--- config.mk ---
export PLATFORM = sky130hd
export DESIGN_NAME = instr_fetch_unit
export DESIGN_NICKNAME = d
export VERILOG_FILES = /design/src/rtl/instr_fetch_unit.sv
export SDC_FILE = /design/constraint.sdc
export NUM_CORES = 1
export LEC_CHECK = 0
export ABC_AREA = 1
export ABC_CLOCK_PERIOD_IN_PS = 10000
export CORE_MARGIN = 2
export CORE_UTILIZATION = 52
export DETAILED_ROUTE_END_ITERATION = 10
export PLACE_DENSITY = 0.89
export SYNTH_ARGS = -nofsm -noshare
export SYNTH_HDL_FRONTEND = slang
export SYNTH_SLANG_ARGS = --single-unit
--- constraint.sdc ---
create_clock -name clk -period 10 [get_ports clk]
set_input_delay 1.5 -clock clk [delete_from_list [all_inputs] [get_ports clk]]
set_output_delay 1.5 -clock clk [all_outputs]
set_load 0.01 [all_outputs]
--- src/rtl/instr_fetch_unit.sv ---
// Instruction fetch unit: one-outstanding-request fetcher feeding a small prefetch queue toward the core.
// Latency: a redirect reaches instr_valid in 2 cycles with zero-wait memory; one instruction per cycle sustained.
// Backpressure: stops issuing requests while the queue would be full; FETCH_STATS_EN adds fetch/stall counters.
module instr_fetch_unit #(
    parameter logic [31:0] RESET_PC   = 32'h0000_0000,
    parameter int          FIFO_DEPTH = 2
) (
    input  logic        clk,
    input  logic        reset,
    output logic        imem_req,
    output logic [31:0] imem_addr,
    input  logic        imem_ack,
    input  logic [31:0] imem_rdata,
    input  logic        redirect,
    input  logic [31:0] redirect_pc,
    output logic        instr_valid,
    output logic [31:0] instr,
    output logic [31:0] instr_pc,
    input  logic        instr_ready,
    output logic [31:0] fetch_count,
    output logic [31:0] stall_count
);

    localparam int PTR_W = $clog2(FIFO_DEPTH);
    localparam int CNT_W = PTR_W + 1;
    localparam logic [CNT_W-1:0] DEPTH_C = CNT_W'(FIFO_DEPTH);
    localparam logic [CNT_W-1:0] CNT_ONE = CNT_W'(1);
    localparam logic [PTR_W-1:0] PTR_ONE = PTR_W'(1);

    typedef enum logic [1:0] {
        ST_IDLE    = 2'd0,
        ST_WAIT    = 2'd1,
        ST_DISCARD = 2'd2
    } state_e;

    state_e            state_q, state_d;
    logic              req_q, req_d;
    logic [31:0]       addr_q, addr_d;
    logic [31:0]       fetch_pc_q, fetch_pc_d;
    logic [31:0]       target_q, target_d;

    logic [31:0]       mem_instr_q [FIFO_DEPTH];
    logic [31:0]       mem_pc_q    [FIFO_DEPTH];
    logic [PTR_W-1:0]  rd_ptr_q, wr_ptr_q;
    logic [CNT_W-1:0]  count_q, count_d;

    logic [31:0]       redirect_pc_al;
    logic              push, pop;

    // The low address bits of a redirect target are ignored.
    assign redirect_pc_al = redirect_pc & ~32'h0000_0003;

    assign instr_valid = (count_q != '0);
    assign instr       = mem_instr_q[rd_ptr_q];
    assign instr_pc    = mem_pc_q[rd_ptr_q];
    assign imem_req    = req_q;
    assign imem_addr   = addr_q;

    // Queue control: a redirect flushes and overrides both push and pop.
    always_comb begin
        pop     = instr_valid & instr_ready & ~redirect;
        push    = (state_q == ST_WAIT) & imem_ack & ~redirect;
        count_d = count_q;
        if (redirect) begin
            count_d = '0;
        end else begin
            if (push) count_d = count_d + CNT_ONE;
            if (pop)  count_d = count_d - CNT_ONE;
        end
    end

    // Fetch FSM: decides the next request from the resulting queue occupancy.
    always_comb begin
        state_d    = state_q;
        req_d      = req_q;
        addr_d     = addr_q;
        fetch_pc_d = fetch_pc_q;
        target_d   = target_q;
        case (state_q)
            ST_IDLE: begin
                if (redirect) begin
                    req_d   = 1'b1;
                    addr_d  = redirect_pc_al;
                    state_d = ST_WAIT;
                end else if (count_d < DEPTH_C) begin
                    req_d   = 1'b1;
                    addr_d  = fetch_pc_q;
                    state_d = ST_WAIT;
                end
            end
            ST_WAIT: begin
                if (imem_ack) begin
                    if (redirect) begin
                        req_d  = 1'b1;
                        addr_d = redirect_pc_al;
                    end else begin
                        fetch_pc_d = addr_q + 32'd4;
                        if (count_d < DEPTH_C) begin
                            req_d  = 1'b1;
                            addr_d = addr_q + 32'd4;
                        end else begin
                            req_d   = 1'b0;
                            state_d = ST_IDLE;
                        end
                    end
                end else if (redirect) begin
                    target_d = redirect_pc_al;
                    state_d  = ST_DISCARD;
                end
            end
            ST_DISCARD: begin
                if (imem_ack) begin
                    req_d   = 1'b1;
                    addr_d  = redirect ? redirect_pc_al : target_q;
                    state_d = ST_WAIT;
                end else if (redirect) begin
                    target_d = redirect_pc_al;
                end
            end
            default: begin
                req_d   = 1'b0;
                state_d = ST_IDLE;
            end
        endcase
    end

    // Control state registers; reset aborts any outstanding request.
    always_ff @(posedge clk or negedge reset) begin
        if (!reset) begin
            state_q    <= ST_IDLE;
            req_q      <= 1'b0;
            addr_q     <= RESET_PC;
            fetch_pc_q <= RESET_PC;
            target_q   <= RESET_PC;
            rd_ptr_q   <= '0;
            wr_ptr_q   <= '0;
            count_q    <= '0;
        end else begin
            state_q    <= state_d;
            req_q      <= req_d;
            addr_q     <= addr_d;
            fetch_pc_q <= fetch_pc_d;
            target_q   <= target_d;
            count_q    <= count_d;
            if (redirect) begin
                rd_ptr_q <= '0;
                wr_ptr_q <= '0;
            end else begin
                if (push) wr_ptr_q <= wr_ptr_q + PTR_ONE;
                if (pop)  rd_ptr_q <= rd_ptr_q + PTR_ONE;
            end
        end
    end

    // Queue storage: data needs no reset since count_q gates visibility.
    always_ff @(posedge clk) begin
        if (push) begin
            mem_instr_q[wr_ptr_q] <= imem_rdata;
            mem_pc_q[wr_ptr_q]    <= addr_q;
        end
    end

`ifdef FETCH_STATS_EN
    logic [31:0] fetch_cnt_q, stall_cnt_q;

    // Delivered-instruction and starved-cycle counters, wrapping at 2^32.
    always_ff @(posedge clk or negedge reset) begin
        if (!reset) begin
            fetch_cnt_q <= '0;
            stall_cnt_q <= '0;
        end else begin
            if (pop)                        fetch_cnt_q <= fetch_cnt_q + 32'd1;
            if (instr_ready && !instr_valid) stall_cnt_q <= stall_cnt_q + 32'd1;
        end
    end

    assign fetch_count = fetch_cnt_q;
    assign stall_count = stall_cnt_q;
`else
    assign fetch_count = 32'd0;
    assign stall_count = 32'd0;
`endif

endmodule
# After elaboration in Yosys (flattened, before gate mapping)
# Memories as Yosys holds them, arrays and structs flattened.
# Index checks and enable logic that the tools add are counted.
# Widths: inputs -> output; s select.
# classes
add_sub_neg,5
magnitude_cmp,1
eq_ne,9
mux,33
bitwise,6
n_reduce_logical,11
# ops
op,count
$mux 32,7
$pmux 32 s3,1
$add 32x3->32 const B,1
$mux 2,11
$mux 1,12
$ne 3x3->1 const B,4
$reduce_and 5->1,2
$pmux 2 s3,1
$reduce_and 3->1,2
$reduce_bool 2->1,3
$and 1x1->1,4
$ne 2x2->1 const B,2
$ne 3x2->1 const B,1
$pmux 1 s3,1
$reduce_bool 3->1,1
$add 1x1->1 const B,2
$add 2x1->2 const B,1
$eq 2x1->1 const B,1
$eq 2x2->1 const B,1
$logic_not 2->1,1
$lt 2x2->1 const B,1
$not 1->1,2
$reduce_and 2->1,1
$reduce_or 2->1,1
$sub 2x1->2 const B,1
# word_totals
ff_bits,103
mem_bits_rw,128
inputBits,69
output_inout_bits,162
memories,2
# mem_list
memory,depth,width,rd,rd_ports_with_merged_regs,wr,line_no,source
mem_instr_q,2,32,1,0,1,42,logic [31:0] mem_instr_q [FIFO_DEPTH];
mem_pc_q,2,32,1,0,1,43,logic [31:0] mem_pc_q [FIFO_DEPTH];

# Longest topological paths before layout
# depth
ltp_word,13
ltp_mapped,13

# Least setup slack after synthesis
# Ideal clock, no wire load.
# synth_path
kind,input port to flip-flop
startpoint,input redirect
endpoint,memory mem_instr_q[1][0] (enable)
arrival_time_ns,4.909
setup_slack_ns,4.605
path_stages,6
path_cell_list,buf_4 -> inv_2 -> buf_2 -> clkbuf_1 -> nand2_1 -> nor2_1
# synth_between
elab_chain_cells,4
# synth_rtl
item,line_no,source
start: declaration,14,"input logic redirect,"
$not 1->1 (no line),--,
$and 1x1->1,62,push = (state_q == ST_WAIT) & imem_ack & ~redirect;
$mux 1,157,if (push) begin
$mux 1 (implied by the code),158,mem_instr_q[wr_ptr_q] <= imem_rdata;
end: declaration,42,
# Every way passes these cells.

# Worst setup path after layout
# layout_path
startpoint,input redirect
endpoint,register addr_q[5] (netlist: imem_addr[5])
# layout_between
elab_chain_cells,10
elab_cells_between_ends,18
cone_classes,add/sub: 1; order compare: 1; eq/ne: 2; mux: 10; bitwise: 3; reduce/logical: 1
# layout_rtl
item,line_no,source
$not 1->1 (no line),--,
$and 1x1->1,62,
$mux 2,67,if (push) count_d = count_d + CNT_ONE;
$mux 2,64,if (redirect) begin
$sub 2x1->2,68,if (pop) count_d = count_d - CNT_ONE;
$mux 2,68,
$mux 2,64,
$lt 2x2->1,"85, 98",
$ne 3x2->1 (no line) or $ne 3x3->1 (tied branches),--,
$reduce_and 5->1 (no line),--,
end signal: assignment,141,addr_q <= addr_d;
end: declaration,38,"logic [31:0] addr_q, addr_d;"
# Several ways; a longest one is shown, not always the timed one. The select of a mux whose other input is x is not followed.
# A chain may end at the register's enable or synchronous reset.

==> metrics.md <==
| Metric | Value |
|---|---|
| Status | `finished clean` |
| R2r setup slk | `6040 ps` |
| Worst-path maximum fanout | `44` |
| Leak pwr | `5.91 nW` |
| Setup Viol. Count Final | `0` |
| Final period utilization | `53.5%` |
| Final Hold Fails | `0` |
| DRC violations left | `0` |
| Critical path cell sequence | `clkdlybuf4s50_1 > buf_4 > inv_2 > nand3_2 > nand2_1 > nand2_1 > nand2_1 > nand2_1 > nand3_1 > nand2_2 > nor2_4 > nand2_1 > nand2_1` |
| Hold WC Path Type | `reg -> reg` |
| Drt via density | `5.35` |
| Final cell utilization of the core | `64.3%` |
| Vias in the first global route | `8289` |
| Postcts setup bufs | `0` |
| Seq/Total Area, Yosys | `57.2%` |
| Max_cap viols | `0` |
| Pin count of the biggest net entering global routing | `67` |
| Gpl congestion | `0.948` |
| Post-CTS Hold Fix Bufs | `0` |
| Gr usage total | `24.2%` |
| Final WL | `28300 microns` |
| Critical Path Sink Type | `flip-flop` |
| Yosys warnings | `0` |
| Final Slew Violations | `0` |
| Distinct cells, synth | `38` |
| Worst Path Required | `10450 ps` |
| Mapped cell area | `11200 sq um` |
| Die width | `151 microns` |
| Root buffer cell | `clkbuf_16` |
| Worst slew margin | `22.3%` |
| Top delay family on crit path | `simple AND/OR/NAND/NOR gates` |
| Seq. cell area | `6420 sq um` |
| CTS resizes | `0` |
| Core Region | `21100 sq um` |
| Mapped Avg Cell Area | `8.79 sq um` |
| Area Growth Syn to Fin | `20.8%` |
| H-tree Lvls | `1` |
| Leading cell type in the layout, fill and taps excluded | `nand2_1` |
| Largest area contributor in the netlist | `edfxtp_1` |
| PwrDens | `293 nW/um^2` |
| Slowest stage cell, crit path | `nand3_2` |
| # IOs | `231` |
| Endpoint, Worst Hold | `fetch_pc_q[3]` |
| TritonRoute pass-1 iters | `8` |
| Crit path largest cell delay | `870 ps` |
| CP Launch Type | `input port` |
| TritonCTS clock tree | `yes` |
| Most frequent cells in the layout | `nand2_1, clkdlybuf4s50_1, edfxtp_1, dfrtp_1, inv_1` |
| Synth Flop Type | `edfxtp_1` |
| Clock Skews | `12.7 ps` |
| Worst-Margin Slew | `1160 ps` |
| Hold depth | `2` |
| Worst setup path class | `in -> reg` |
| Area share of the largest cell type after synthesis | `34.3%` |
| Drt initial violations | `851` |
| Fmax | `187 MHz` |
| CTS buffer count | `24` |
| Gr ovfl total | `0` |
| CTS max path bufs | `3` |
| Worst Path Arrival | `5790 ps` |
| Routed Antenna Nets | `0` |
| Seq cells post-synth | `231` |
| Hold path startpoint | `fetch_pc_q[3]` |
| Dominant cells by area after synthesis | `edfxtp_1, dfrtp_1, nand2_1` |
| CTS sink count | `231` |
| Die H | `151 microns` |
| Vias | `9139` |
| Hpwl dp | `19200 microns` |
| RSZ-0062 raised after global routing | `no` |
| EDFF count, synth | `128` |
| Antenna diode count | `0` |
| Wire per inst | `16.6 microns` |
| Ys async rst share | `44.6%` |
| Fill count | `1670` |
| Worst R2R End | `target_q[2]` |
| R2R depth | `9` |
| CP most frequent cell | `nand2_1` |
| VDD IR max | `0.171 mV` |
| Setup TNS | `0 ps` |
| # rows | `53` |
| Die Area | `22800 sq um` |
| WP depth | `13` |
| First-pass GRT wire length | `43600 microns` |
| Port Buffers | `164` |
| Worst-path clk slew | `60 ps` |
| FF-to-FF Start | `state_q[0]` |
| Share of post-route cells with drive strength above 1 | `4.19%` |
| Synthesized instance count | `1277` |
| Clock Latency Late Sink | `510 ps` |
| Nets | `1490` |
| Minimum clock period | `5350 ps` |
| Starting Density | `53.2%` |
| Worst Path Buf+Inv | `3` |
| Antenna violations before repair | `0` |
| Area occupied by multi-input gates | `4030 sq um` |
## worst register-to-register path, stage by stage, from the launching register on
cell	delay, ps
dfrtp_1	390
inv_1	80
ha_1	920
inv_2	540
nor2_1	410
inv_2	270
nor2_2	700
inv_2	300
nand2_1	110
o21ai_0	90
## through the flow
step / hold WS [ps] / total power, mW / setup slack (ps) / area, sq um / instances
after detailed placement: 465 / 3.06 / 4230 / 12800 / 1664
after CTS: 483 / 3.96 / 4750 / 13600 / 1708
after global routing: 500 / 4.22 / 4340 / 13600 / 1708
after global placement: 453 / 3.01 / 4390 / 12800 / 1664
after floorplan: 436 / 2.46 / 4600 / 11500 / 1340
final: 482 / 3.97 / 4650 / 13600 / 1708
## synthesized netlist by cell type (2+ instances only)
master and instances:
edfxtp_1 128, a221oi_1 2, ha_1 6, xnor2_1 2, o21ai_0 67, buf_2 7, o21ai_1 22, o22ai_1 18
o211ai_1 5, buf_4 66, nor2_1 65, nand2_1 492, clkbuf_2 2, dfrtp_1 103, nand3_1 55, a211oi_1 4
xor2_1 2, nand4_1 5, a21oi_1 67, buf_1 4, o21bai_1 17, o221ai_1 2, clkbuf_1 38, nor2_4 2
a31oi_1 3, nand2_2 2, inv_1 72, nand3_2 3, inv_2 5, buf_6 3
## power breakdown
part | total [mW] | switching, mW | internal (mW)
clock | 0.891 | 0.356 | 0.534
combinational | 1.59 | 0.980 | 0.606
sequential | 1.50 | 0.216 | 1.28
total | 3.97 | 1.55 | 2.42
## flip-flops by register name (all words and copies together), names as in the netlist
signal and flops:
target_q 32, mem_instr_q 64, fetch_pc_q 32, rd_ptr_q 1, count_q 2, wr_ptr_q 1, mem_pc_q 64, state_q 2
imem_req 1, imem_addr 32
## kinds of logic (layout without fill, tap and decap cells)
logic type | Yosys count | count (layout) | synth area share, %
AO/OA/AOI/OAI | 209 | 209 | 10.3
XOR/XNOR | 4 | 4 | 0.312
adder cells (fa/ha/maj) | 6 | 6 | 0.669
buffers and inverters | 197 | 290 | 9.10
flip-flops | 231 | 231 | 57.2
other | 1 | 64 | 0.0334
AND/OR/NAND/NOR | 629 | 629 | 22.3
## per-layer routing
layer	wire (microns)	vias up	part of all wire, %	global-route usage, %
met3	2980	53	11	4.97
li1	-	4356	-	-
met4	568	0	2.0	6.12
met5	0	-	0	0
met1	11400	4210	40	33.5
met2	13300	520	47	39.5
## worst max path at each step
stage	from	to
after global routing	redirect	imem_addr[5]
after detailed placement	redirect	imem_addr[5]
final	redirect	imem_addr[5]
after global placement	redirect	imem_addr[20]
after CTS	redirect	imem_addr[5]
after floorplan	redirect	mem_instr_q[1][0]
## final cells by class
cell class	instances	share of cell area [%]
Multi-Input combinational cell	912	29.7
Clock inverter	14	1.09
Tap cell	275	2.54
Timing Repair Buffer	169	12.4
Clock buffer	30	4.75
Sequential cell	231	47.4
Inverter	77	2.13
Note: power is estimated with default switching activity, not from simulation.
==> patch 1, RTL diff (config.mk and constraints unchanged) <==
Build with the macro `FETCH_STATS_EN` defined.
--- a/src/rtl/instr_fetch_unit.sv
+++ b/src/rtl/instr_fetch_unit.sv
@@ -2,4 +2,6 @@
 // Latency: a redirect reaches instr_valid in 2 cycles with zero-wait memory; one instruction per cycle sustained.
 // Backpressure: stops issuing requests while the queue would be full; FETCH_STATS_EN adds fetch/stall counters.
+`define FETCH_STATS_EN
+
 module instr_fetch_unit #(
     parameter logic [31:0] RESET_PC   = 32'h0000_0000,
Function: changed (Yosys sat finds a counterexample within 4 cycles, from zero or initial values and one cycle with reset low).
==> patch 1 against the unedited design <==
  * Critical path depth up 1
  * Sequential cell count up 64
  * Area after synthesis up 25%
  * Critical path type unchanged
  * Worst setup slack better by 390 ps
  * Critical endpoint is now imem_addr[8]$_DFFE_PN0P_
  * Combinational power about the same
  * Wire length up 32%
  * Total power up 18%
  * Synthesized cell count up 26%
  * Final area up 31%
  * Clock power up 44%
  * Highest routed layer unchanged
==> patch 1: results (changes against the unedited design) <==
The flow ran to the end, and the final reports show no timing, DRC or antenna violations. The share of layout cells above drive strength 1 came out at 5.29% (+1.1 points). The number of global-route vias before repair came out at 11800 (+43%).

The global placer's final weighted congestion came out at 0.895 (-5.6%). The routed metal-1 wirelength came out at 15.0 mm (+31%). The reported sequential group power came to 1.81 mW (+21%). The worst hold path begins at target_q[0]$_DFFE_PN0P_. The global-route usage over all layers is 26.3% (+2.1 points). The post-detailed-routing wire length is 37.5 mm (+32%). The via density per instance came to 5.53 (+3.4%). The depth of the worst register-to-register path came to 16 (+7). The total power draw is 4.69 mW (+18%). The number of iterations in the first detailed-routing pass is 5 (-3). The transition time of the tightest slew-check pin came out at 1190 ps (+20.4 ps). The share of total power in the clock network is 27.4% (+5.0 points). The master of the slowest instance on the critical path is nor2_4.

The count of vias placed by the detailed router was 12100 (+33%). The sequential element share of the synthesized area is 57.3% (+0.11 points). The maximum net fanout on the critical path came out at 38 (-14%). In this run the critical register-to-register path is captured at imem_addr[8]$_DFFE_PN0P_.

The net load switching power came out at 1.70 mW (+9.7%). The worst hold slack after final layout is 471 ps (-10.9 ps). The detailed route wirelength on metal3 came out at 4.05 mm (+36%). The number of antenna violations at the first check in global routing is 0 (unchanged). The maximum resistive drop on vdd is 0.150 mV (-12%). The number of buffers created by CTS is 34 (+42%). The fraction of met1 tracks used by global routing came to 34.1% (+0.65 points). The number of buffers inserted to repair setup after CTS was 0 (unchanged). The number of DRC markers after the initial detailed-route iteration came to 1214 (+43%).

The number of distinct standard cells referenced by the synthesized netlist is 43 (+13%). The pin count of the biggest net entering global routing is 105 (+57%). The async set-reset flop share out of synthesis came out at 56.6% (+12 points). The number of nets in the finished design is 1904 (+28%). The global-route wire length before repair is 60.2 mm (+38%).

The HPWL after detailed placement was 24.4 mm (+27%). The placed cell area is 16500 sq um (+30%). Sorting the synthesized cells by area gives the leading types as dfrtp_1, edfxtp_1, nand2_1, nand3_1, inv_1. The worst setup timing slack at the placement stage is 4660 ps (+428 ps).

In the final layout, the registers with the most flip-flops are mem_instr_q: 64 flops, mem_pc_q: 64 flops. The met2 track utilization from global routing came out at 43.1% (+3.6 points). The clock transition at the registers of the reported paths came out at 60 ps (about the same). The number of cells after detailed placement came out at 2131 (+28%). The quantity of I/O buffers inserted on ports is 228 (+39%). The per-instance average area after synthesis is 8.69 sq um (-1.1%). The reg-to-reg startpoint is state_q[1]$_DFFE_PN0P_.
## patch 1: cell count changes after synthesis, sizes merged, moves of 16 or more
| cell | change |
|---|---|
| a21oi | -19 |
| dfrtp | +64 |
| nor2 | +33 |
| buf | -60 |
| xor2 | +38 |
| xnor2 | +20 |
| inv | +49 |
| nand2 | +134 |
| nand3 | +45 |
| nor3 | +16 |
## patch 1: kinds of logic (layout without fill, tap and decap cells)
kind of cell | after synthesis | after routing | synth area share, %
flops | 295 | 295 | 57.3
simple gates | 879 | 879 | 25.7
fa+ha+maj | 9 | 9 | 0.805
compound gates | 177 | 177 | 6.94
buf+inv | 188 | 429 | 5.38
xor+xnor | 62 | 62 | 3.88
## patch 1: final cells by class
type / instances / area (sq um)
Tap cell: 341 / 427
Inverter: 128 / 480
Clock inverter: 21 / 259
Timing Repair Buffer: 240 / 2370
Multi-Input combinational cell: 1127 / 5230
Fill cell: 1987 / 8950
Clock buffer: 40 / 903
Sequential cell: 295 / 8020
## patch 1: worst max path at each step
stage	startpoint	end	slack, ps	depth (start not counted)
final	imem_ack	imem_addr[8]$_DFFE_PN0P_	5040	14
after global routing	imem_ack	imem_addr[29]$_DFFE_PN0P_	4840	14
after CTS	imem_ack	imem_addr[8]$_DFFE_PN0P_	5160	14
after detailed placement	imem_ack	imem_addr[3]$_DFFE_PN0P_	4660	14
after global placement	imem_ack	imem_addr[17]$_DFFE_PN0P_	4770	14
after floorplan	redirect	mem_instr_q[1][0]$_DFFE_PP_	4490	6
## patch 1: worst reg2reg max path, cell delays in order (launching register included)
cell and delay (ps):
dfrtp_1 430, inv_1 110, ha_1 150, buf_4 370, nand2_2 400, nor2_2 660, nand2_1 150, nand2_1 130
nand2_1 80, nand2_2 100, nand2_2 80, nand2_2 90, nand3_2 110, nor2_4 760, inv_2 480, nand2_1 220
nand2_1 60
==> patch 2, RTL diff (same flow settings) <==
Made on the original files. Re-encode `state_e` (3 states) as one-hot, 3 bits wide.
--- a/src/rtl/instr_fetch_unit.sv
+++ b/src/rtl/instr_fetch_unit.sv
@@ -28,8 +28,8 @@
     localparam logic [PTR_W-1:0] PTR_ONE = PTR_W'(1);
 
-    typedef enum logic [1:0] {
-        ST_IDLE    = 2'd0,
-        ST_WAIT    = 2'd1,
-        ST_DISCARD = 2'd2
+    typedef enum logic [2:0] {
+        ST_IDLE    = 3'b001,
+        ST_WAIT    = 3'b010,
+        ST_DISCARD = 3'b100
     } state_e;
 
Function: no difference found for any inputs over 4 cycles, from zero or initial values and one cycle with reset low; so few cycles prove little.
==> patch 2 against the unedited design <==
  * Wire length is 1.3% lower
  * Sequential share of layout area up 0.82 points
  * Largest cell class unchanged
  * Highest routed layer unchanged
  * Total power down 8.3%
  * Worst setup slack better by 330 ps
  * Non-clock buffer count is 1 higher
  * Area after synthesis down 1.7%
  * Sequential cell count up 1
  * Final area down 1.3%
==> patch 2: results (changes against the unedited design) <==
The startpoint identified for the worst hold timing path is target_q[0]$_DFFE_PN0P_. The worst relative slew slack was 22.8% (+0.40 points). The commonest cells after synthesis are nand2_1, edfxtp_1, dfrtp_1. The highest clock frequency the design can meet was 199 MHz (+6.6%). The worst setup timing slack at the placement stage is 4590 ps (+357 ps). The worst stage delay on the critical path is 740 ps (-130 ps).

The reg-to-reg startpoint is state_q[0]$_DFFE_PN1P_. The depth of the worst register-to-register path was 11 (+2). The placed cell area came out at 12600 sq um (-1.6%).

The switching share of power came out at 36.3% (-2.8 points). By area the synthesized netlist is led by edfxtp_1, dfrtp_1, nand2_1, buf_4, nand3_1. The met2 track utilization from global routing came to 39.4% (-0.12 points). The count of placed standard cells in the final layout, fillers left out is 1639 (-4.0%).

The async set-reset flop share out of synthesis is 44.8% (+0.24 points). The share of layout cells above drive strength 1 is 5.79% (+1.6 points). The maximum net fanout on the critical path came to 52 (+18%). The number of nets in the finished design is 1417 (-4.9%). The HPWL after detailed placement came out at 18.5 mm (-4.0%).

The number of DRC markers after the initial detailed-route iteration came out at 852 (+0.12%). The sequential element share of the synthesized area is 58.5% (+1.2 points). The combinational group share of total power came to 34.6% (-5.3 points).

The maximum resistive drop on vdd was 0.157 mV (-8.0%). The via density per instance came out at 5.37 (+0.32%). The cell leakage power is 5.79 nW (-1.9%).

The reg-to-reg setup timing slack is 6270 ps (+230 ps). The slowest stage of the critical path belongs to the cell nand4_2. The cell-internal power is 2.32 mW (-4.1%). The routed wirelength normalized by instance count is 17.0 um (+2.8%). The global-route wire length before repair came out at 43.2 mm (-0.81%). The flow ran to the end, and the final reports show no timing, DRC or antenna violations. The number of distinct standard cells referenced by the synthesized netlist was 43 (+13%).

The number of global-route vias before repair came out at 8273 (-0.19%). The endpoint identified for the worst register-to-register timing path is imem_addr[4]$_DFFE_PN0P_. The per-instance average area after synthesis is 9.18 sq um (+4.4%).

The final worst clock skew came out at 13.3 ps (+0.603 ps). The pin count of the biggest net entering global routing came out at 73 (+9.0%). The worst hold path endpoint is target_q[0]$_DFFE_PN0P_. The global-route usage over all layers is 24.5% (+0.30 points). The met3 routing resource usage after global routing is 3.99% (-0.98 points).

The worst hold slack after final layout came out at 491 ps (+9.30 ps). The fill cell instance count of the final layout came to 1578 (-5.5%). The global placer's final weighted congestion came out at 0.935 (-1.4%).
[patch 2: logic make-up after synthesis]
kind of cell / Yosys count / synth area share [%]
AOI/OAI and AO/OA: 128 / 6.87
xor gates and xnor gates: 9 / 0.715
adders and majority gates: 2 / 0.227
buffers and inverters: 208 / 9.96
DFF: 232 / 58.5
muxes: 2 / 0.182
other: 1 / 0.0340
and+or+nand+nor: 620 / 23.6
[patch 2: final cells by class]
class | count | area, sq um | area share [%]
clock inverters | 15 | 175 | 1.31
clock buffers | 29 | 641 | 4.79
flip-flops and latches | 232 | 6450 | 48.2
multi-input cells | 825 | 3730 | 27.9
inverters | 93 | 350 | 2.62
repair buffers | 170 | 1680 | 12.6
well taps | 275 | 344 | 2.57
[patch 2: routing by layer]
layer / vias up / share of wire (%)
li1: 4114 / -
met1: 4119 / 41
met2: 495 / 47
met3: 70 / 9.6
met4: 0 / 3.1
met5: - / 0
